==> src/rtl/btn_debounce_pulse_if.sv <==
// Button bundle between the board pins and the game logic.
// master: side that drives the raw pins; slave: the conditioner.
interface btn_debounce_pulse_if #(
    parameter int unsigned N_BTN = 5
);
    logic [N_BTN-1:0] btn_raw;
    logic [N_BTN-1:0] btn_level;
    logic [N_BTN-1:0] btn_press;
    logic [N_BTN-1:0] btn_release;
    logic [N_BTN-1:0] btn_repeat;
    logic             any_press;

    modport master (
        output btn_raw,
        input  btn_level,
        input  btn_press,
        input  btn_release,
        input  btn_repeat,
        input  any_press
    );

    modport slave (
        input  btn_raw,
        output btn_level,
        output btn_press,
        output btn_release,
        output btn_repeat,
        output any_press
    );
endinterface

==> src/rtl/btn_debounce_pulse.sv <==
// Push-button conditioner: two-flop synchroniser, per-channel stability-counter
// debounce, one-cycle press/release strobes and an optional auto-repeat strobe.
// All outputs are registered.
module btn_debounce_pulse #(
    parameter int unsigned N_BTN           = 5,
    parameter int unsigned DEBOUNCE_CYCLES = 650_000,
    parameter int unsigned REPEAT_DELAY    = 26_000_000,
    parameter int unsigned REPEAT_PERIOD   = 6_500_000
) (
    input logic                 clk,
    input logic                 rst_n,
    btn_debounce_pulse_if.slave bus
);
    localparam int unsigned CntW   = $clog2(DEBOUNCE_CYCLES);
    localparam int unsigned RepMax = (REPEAT_DELAY > REPEAT_PERIOD) ? REPEAT_DELAY
                                                                     : REPEAT_PERIOD;
    localparam int unsigned RcntW  = $clog2(RepMax) + 1;

    localparam logic [CntW-1:0]  CntLast    = CntW'(DEBOUNCE_CYCLES - 1);
    // Guarded so a disabled repeat (delay 0) does not underflow.
    localparam logic [RcntW-1:0] DelayLast  = RcntW'((REPEAT_DELAY > 0) ? REPEAT_DELAY - 1 : 0);
    localparam logic [RcntW-1:0] PeriodLast = RcntW'(REPEAT_PERIOD - 1);

    typedef enum logic [1:0] {StIdle, StDelay, StRepeat} rep_state_e;

    logic [N_BTN-1:0] level_v;
    logic [N_BTN-1:0] press_d_v;
    logic [N_BTN-1:0] press_v;
    logic [N_BTN-1:0] release_v;
    logic [N_BTN-1:0] repeat_v;
    logic             any_press_q;

    for (genvar i = 0; i < N_BTN; i++) begin : g_ch
        (* ASYNC_REG = "TRUE" *) logic s1_q;
        (* ASYNC_REG = "TRUE" *) logic s2_q;
        logic            stable_q, stable_d;
        logic [CntW-1:0] cnt_q, cnt_d;
        logic            press_q, press_d;
        logic            release_q, release_d;

        // Debounce next state: count while the synchronised input disagrees,
        // accept on the last count, clear whenever it agrees again.
        always_comb begin
            stable_d  = stable_q;
            cnt_d     = '0;
            press_d   = 1'b0;
            release_d = 1'b0;
            if (s2_q != stable_q) begin
                if (cnt_q == CntLast) begin
                    stable_d  = s2_q;
                    press_d   = s2_q;
                    release_d = ~s2_q;
                end else begin
                    cnt_d = cnt_q + CntW'(1);
                end
            end
        end

        // Synchroniser, debounce state and registered strobes.
        always_ff @(posedge clk or negedge rst_n) begin
            if (!rst_n) begin
                s1_q      <= 1'b0;
                s2_q      <= 1'b0;
                stable_q  <= 1'b0;
                cnt_q     <= '0;
                press_q   <= 1'b0;
                release_q <= 1'b0;
            end else begin
                s1_q      <= bus.btn_raw[i];
                s2_q      <= s1_q;
                stable_q  <= stable_d;
                cnt_q     <= cnt_d;
                press_q   <= press_d;
                release_q <= release_d;
            end
        end

        assign level_v[i]   = stable_q;
        assign press_d_v[i] = press_d;
        assign press_v[i]   = press_q;
        assign release_v[i] = release_q;

        if (REPEAT_DELAY == 0) begin : g_no_rep
            assign repeat_v[i] = 1'b0;
        end else begin : g_rep
            rep_state_e       st_q;
            logic [RcntW-1:0] rcnt_q;
            logic             rep_q;

            // Auto-repeat FSM; an accepted release wins over any strobe due this cycle.
            always_ff @(posedge clk or negedge rst_n) begin
                if (!rst_n) begin
                    st_q   <= StIdle;
                    rcnt_q <= '0;
                    rep_q  <= 1'b0;
                end else begin
                    rep_q <= 1'b0;
                    if (release_d) begin
                        st_q   <= StIdle;
                        rcnt_q <= '0;
                    end else begin
                        unique case (st_q)
                            StIdle: begin
                                if (press_d) begin
                                    st_q   <= StDelay;
                                    rcnt_q <= '0;
                                end
                            end
                            StDelay: begin
                                if (rcnt_q == DelayLast) begin
                                    rep_q  <= 1'b1;
                                    rcnt_q <= '0;
                                    st_q   <= StRepeat;
                                end else begin
                                    rcnt_q <= rcnt_q + RcntW'(1);
                                end
                            end
                            StRepeat: begin
                                if (rcnt_q == PeriodLast) begin
                                    rep_q  <= 1'b1;
                                    rcnt_q <= '0;
                                end else begin
                                    rcnt_q <= rcnt_q + RcntW'(1);
                                end
                            end
                            default: begin
                                st_q   <= StIdle;
                                rcnt_q <= '0;
                            end
                        endcase
                    end
                end
            end

            assign repeat_v[i] = rep_q;
        end
    end

    // any_press registered from the same next-state as btn_press so both align.
    always_ff @(posedge clk or negedge rst_n) begin
        if (!rst_n) begin
            any_press_q <= 1'b0;
        end else begin
            any_press_q <= |press_d_v;
        end
    end

    assign bus.btn_level   = level_v;
    assign bus.btn_press   = press_v;
    assign bus.btn_release = release_v;
    assign bus.btn_repeat  = repeat_v;
    assign bus.any_press   = any_press_q;
endmodule

==> src/flat_wrapper.sv <==
// flat-port wrapper written by rule: the top's interface ports become plain ports
module btn_debounce_pulse_flat 
#(
    parameter int unsigned N_BTN           = 5,
    parameter int unsigned DEBOUNCE_CYCLES = 650_000,
    parameter int unsigned REPEAT_DELAY    = 26_000_000,
    parameter int unsigned REPEAT_PERIOD   = 6_500_000
)
  (clk, rst_n, bus_btn_raw, bus_btn_level, bus_btn_press, bus_btn_release, bus_btn_repeat, bus_any_press);
  btn_debounce_pulse_if #(.N_BTN(N_BTN)) bus_i ();
  input logic clk;
  input logic rst_n;
  input wire logic [$bits(bus_i.btn_raw)-1:0] bus_btn_raw;
  output wire logic [$bits(bus_i.btn_level)-1:0] bus_btn_level;
  output wire logic [$bits(bus_i.btn_press)-1:0] bus_btn_press;
  output wire logic [$bits(bus_i.btn_release)-1:0] bus_btn_release;
  output wire logic [$bits(bus_i.btn_repeat)-1:0] bus_btn_repeat;
  output wire logic [$bits(bus_i.any_press)-1:0] bus_any_press;
  assign bus_i.btn_raw = bus_btn_raw;
  assign bus_btn_level = bus_i.btn_level;
  assign bus_btn_press = bus_i.btn_press;
  assign bus_btn_release = bus_i.btn_release;
  assign bus_btn_repeat = bus_i.btn_repeat;
  assign bus_any_press = bus_i.any_press;
  btn_debounce_pulse #(.N_BTN(N_BTN), .DEBOUNCE_CYCLES(DEBOUNCE_CYCLES), .REPEAT_DELAY(REPEAT_DELAY), .REPEAT_PERIOD(REPEAT_PERIOD)) u_core (.clk(clk), .rst_n(rst_n), .bus(bus_i));
endmodule
==> config.mk <==
export PLATFORM = sky130hd
export DESIGN_NAME = btn_debounce_pulse_flat
export DESIGN_NICKNAME = d
export VERILOG_FILES = /design/src/rtl/btn_debounce_pulse_if.sv /design/src/rtl/btn_debounce_pulse.sv /design/src/flat_wrapper.sv
export SDC_FILE = /design/constraint.sdc
export NUM_CORES = 1
export LEC_CHECK = 0
export ABC_AREA = 1
export CAP_MARGIN = 0
export CORE_MARGIN = 10
export CORE_UTILIZATION = 40
export CTS_BUF_LIST = sky130_fd_sc_hd__clkbuf_16
export DETAILED_ROUTE_END_ITERATION = 8
export GPL_TIMING_DRIVEN = 0
export PLACE_DENSITY = 0.64
export SYNTH_ARGS = -nofsm -noshare
export SYNTH_HDL_FRONTEND = slang
export SYNTH_SLANG_ARGS = --single-unit
==> constraint.sdc <==
create_clock -name clk -period 4.8 [get_ports clk]
set_input_delay 1.44 -clock clk [delete_from_list [all_inputs] [get_ports clk]]
set_output_delay 1.44 -clock clk [all_outputs]
set_load 0.1 [all_outputs]
==> flow_summary_export.csv <==
group,metric,value,unit
status,status,"completed",
critical_path,worst_r2r_startpoint,"u_core.g_ch[4].g_rep.rcnt_q[0]",
global_route,first_global_vias,15500,
sta,fmaxAchievable,275,MHz
clock_tree,clock_tree.buffer_depth,3,
clock_tree,cts_sinks,271,
clock_tree,cts_hold_repair.buffers,0,
sta,clock_skew,0.0170,ns
clock_tree,cts-root-buf,"sky130_fd_sc_hd__clkbuf_16",
clock_tree,clk_transition_reported_paths,0.06,ns
global_route,first_pass_grt_wire_length,75000,um
power_and_ir_drop,total_power,4.97,mW
run,drv.max_cap_violation_count,0,
placement,dpl.hpwl,32700,um
clock_tree,cts_tree,"built",
power_and_ir_drop,netSwitchingPower,1.13,mW
sta,layout_worst_path_cycle_share,0.758,
sta,count_of_final_hold_check_violations,0,
placement,numPortBuffers,27,
logic_synthesis,synthesis.instances,2539,
sta,worstMarginPinSlew,0.983,ns
floorplan,io-pin-count,28,
power_and_ir_drop,pwr-share-comb,0.020,
critical_path,setup.worst_path.start_class,"flop",
sta,unrepaired_setup_endpoints_after_global_routing,"false",
logic_synthesis,ys_seq_area_frac,0.386,
cells_and_area,areaGrowthSynthToFinish,12.5,%
cells_and_area,drive_above_1_share,0.0786,
logic_synthesis,synth_area_leaders,"sky130_fd_sc_hd__dfrtp_1, sky130_fd_sc_hd__nand2_1, sky130_fd_sc_hd__inv_1",
placement,final_weighted_congestion_in_routability_driven_placement,0.971,
global_route,antenna_violations_before_repair,0,
logic_synthesis,synth_top_area_cell,"sky130_fd_sc_hd__dfrtp_1",
min_path,hp_class,"flop to flop",
detailed_routing,wl_per_cell,13.6,um
detailed_routing,post_drt_via_cell_ratio,5.08,
clock_tree,worstSkewPairLatency,0.54,ns
logic_synthesis,syn-cell-area,17600,um^2
cells_and_area,final_net_count,2648,
critical_path,cp_max_fo,4,
power_and_ir_drop,sequentialPowerShare,0.465,
sta,setup_violations,0,
logic_synthesis,asyncSetResetFlopFracSynth,1.00,
power_and_ir_drop,power_leakage,9.17,nW
global_route,grt_remaining_overflow,0,
logic_synthesis,synthesis.nets,2580,
critical_path,crit_arrival,2.20,ns
critical_path,rrSetupSlack,2.65,ns
logic_synthesis,ys_warn_count,0,
floorplan,starting_density,0.406,
power_and_ir_drop,cellInternalPower,3.84,mW
sta,timing.final.max_slew_violations,0,
logic_synthesis,post_synth_most_frequent_cells,"sky130_fd_sc_hd__nand2_1, sky130_fd_sc_hd__inv_1, sky130_fd_sc_hd__nor2_1",
sta,final_critical_path_time_including_i_o_delays_and_setup,3.64,ns
global_route,grtUsageTotal,0.164,
cells_and_area,n_fill_cell,4360,
logic_synthesis,yosysMostFrequentCell,"sky130_fd_sc_hd__nand2_1",
global_route,grt_start_max_net_pins,113,
sta,slew_headroom,0.343,
detailed_routing,post-route-drc-count,0,
floorplan,dieWidth,230,um
power_and_ir_drop,clock_network_fraction_of_design_power,0.515,
logic_synthesis,synth_flop_cell,"sky130_fd_sc_hd__dfrtp_1",
floorplan,fp-row-count,76,
critical_path,worst_ep_required_time,3.36,ns
critical_path,category_of_the_worst_setup_path_capture_point,"primary output",
cells_and_area,design_area,19800,um^2
clock_tree,number_of_gates_resized_after_cts,0,
floorplan,die_area,52700,um^2
clock_tree,cts_made_buffers,37,
detailed_routing,drtIter0Drc,1328,
placement,placement.cell_area,18600,um^2
critical_path,crit_type,"flop to primary output",
logic_synthesis,syn_avg_cell_area,6.93,um^2
logic_synthesis,number_of_flops_mapped_to_enable_cells_by_yosys,0,
clock_tree,ctsHtreeMaxLevel,2,
critical_path,crit_path_start,"u_core.g_ch[3].stable_q",
detailed_routing,drtPass1Iterations,6,
min_path,min-delay-start,"u_core.g_ch[3].s1_q",
detailed_routing,antenna_violation_net_count_after_detailed_routing,0,
logic_synthesis,synth_top_area_share,0.386,
logic_synthesis,ys_ff_latch,271,
power_and_ir_drop,power_switching_share,0.227,
floorplan,die_height,230,um
floorplan,placeableCoreArea,43300,um^2
power_and_ir_drop,power.density,251,nW/um^2
clock_tree,cts_post_setup_buffers_inserted,0,
detailed_routing,total_via_count_in_the_routed_design,16400,
detailed_routing,routed_wl,43900,um
power_and_ir_drop,peakVddDrop,0.187,mV
logic_synthesis,yosysUniqueCellTypes,49,
power groups by stage:
stage	Sequential, mW	Clock, mW	Combinational (mW)
floorplan	2.35	0	0.0368
global placement	2.35	0	0.0982
detailed placement	2.35	0	0.107
CTS	2.31	2.65	0.107
global route	2.31	2.74	0.120
finish	2.31	2.56	0.101
final cells by class:
cell class                      instances  area [um^2]  area share
Tap cell                              585          732      0.0370
Clock buffer                           39          976      0.0493
Inverter                              368         1390      0.0701
Multi-Input combinational cell       1845         9010       0.456
Timing Repair Buffer                   29          330      0.0167
Sequential cell                       271         6780       0.343
Antenna cell                            1         2.50    0.000127
Buffer                                 55          405      0.0205
Clock inverter                         27          154     0.00778
critical path, stage by stage (launching register included):
cell and delay (ns):
sky130_fd_sc_hd__dfrtp_1 0.40, sky130_fd_sc_hd__buf_4 0.13, sky130_fd_sc_hd__clkdlybuf4s50_1 1.12
flip-flops by register name, summed over array words and instances, names as in the netlist, 5 cells and up:
register and cells:
u_core.g_ch.g_rep.rep_q 5, u_core.g_ch.release_q 5, u_core.g_ch.s2_q 5, u_core.g_ch.press_q 5, u_core.g_ch.stable_q 5, u_core.g_ch.s1_q 5
u_core.g_ch.g_rep.rcnt_q 130, u_core.g_ch.cnt_q 100, u_core.g_ch.g_rep.st_q 10
per-stage QoR:
step	setup TNS (ns)	worst slack, ns	hold WS (ns)	std cells	utilization
2_1_floorplan	0	2.48	0.331	2539	-
3_3_place_gp	-2669.75	-9.89	0.332	3151	0.430
3_5_place_dp	0	1.72	0.336	3153	0.431
4_1_cts	0	1.12	0.344	3219	0.457
5_1_grt	0	1.09	0.358	3219	0.457
6_report	0	1.16	0.344	3220	0.457
routing by layer:
metal  part of all wire  vias to the layer above  global-route usage
li1                   -                     8303                   -
met3              0.046                       77              0.0243
met4              0.022                        0              0.0532
met2               0.46                      370               0.264
met5                  0                        -                   0
met1               0.48                     7600               0.224
cells in the final DEF (no fill, tap or decap), drive strengths merged:
cell and count:
a211oi 5, a21oi 120, a311oi 3, a31oi 8, and2 4, and3 5
buf 54, bufinv 1, clkbuf 43, clkdlybuf4s50 26, clkinv 15, clkinvlp 1
dfrtp 271, diode 1, ha 34, inv 378, nand2 689, nand3 234
nand3b 15, nand4 111, nor2 376, nor3 101, nor3b 10, nor4 13
o21a 4, o21ai 56, o21bai 2, o22ai 2, or2 1, xnor2 7
xor2 45
kinds of logic after synthesis:
family                     after synthesis  share of synthesized area
AOI/OAI and AO/OA                      200                     0.0637
xor gates and xnor gates                52                     0.0259
adders and majority gates               34                     0.0242
buffers and inverters                  423                      0.102
DFF                                    271                      0.386
and+or+nand+nor                       1559                      0.399
worst paths after layout:
| path | end | cells past startpoint |
|---|---|---|
| min reg2reg | u_core.g_ch[3].s2_q | 0 |
| max in group asynchronous | u_core.g_ch[3].g_rep.rcnt_q[4] | 2 |
| min | u_core.g_ch[3].s2_q | 0 |
| max | bus_btn_level[3] | 2 |
| min in group asynchronous | u_core.g_ch[4].g_rep.rcnt_q[21] | 1 |
| max reg2reg | u_core.g_ch[4].g_rep.rcnt_q[21] | 13 |
Note: power is estimated with default switching activity, not from simulation.
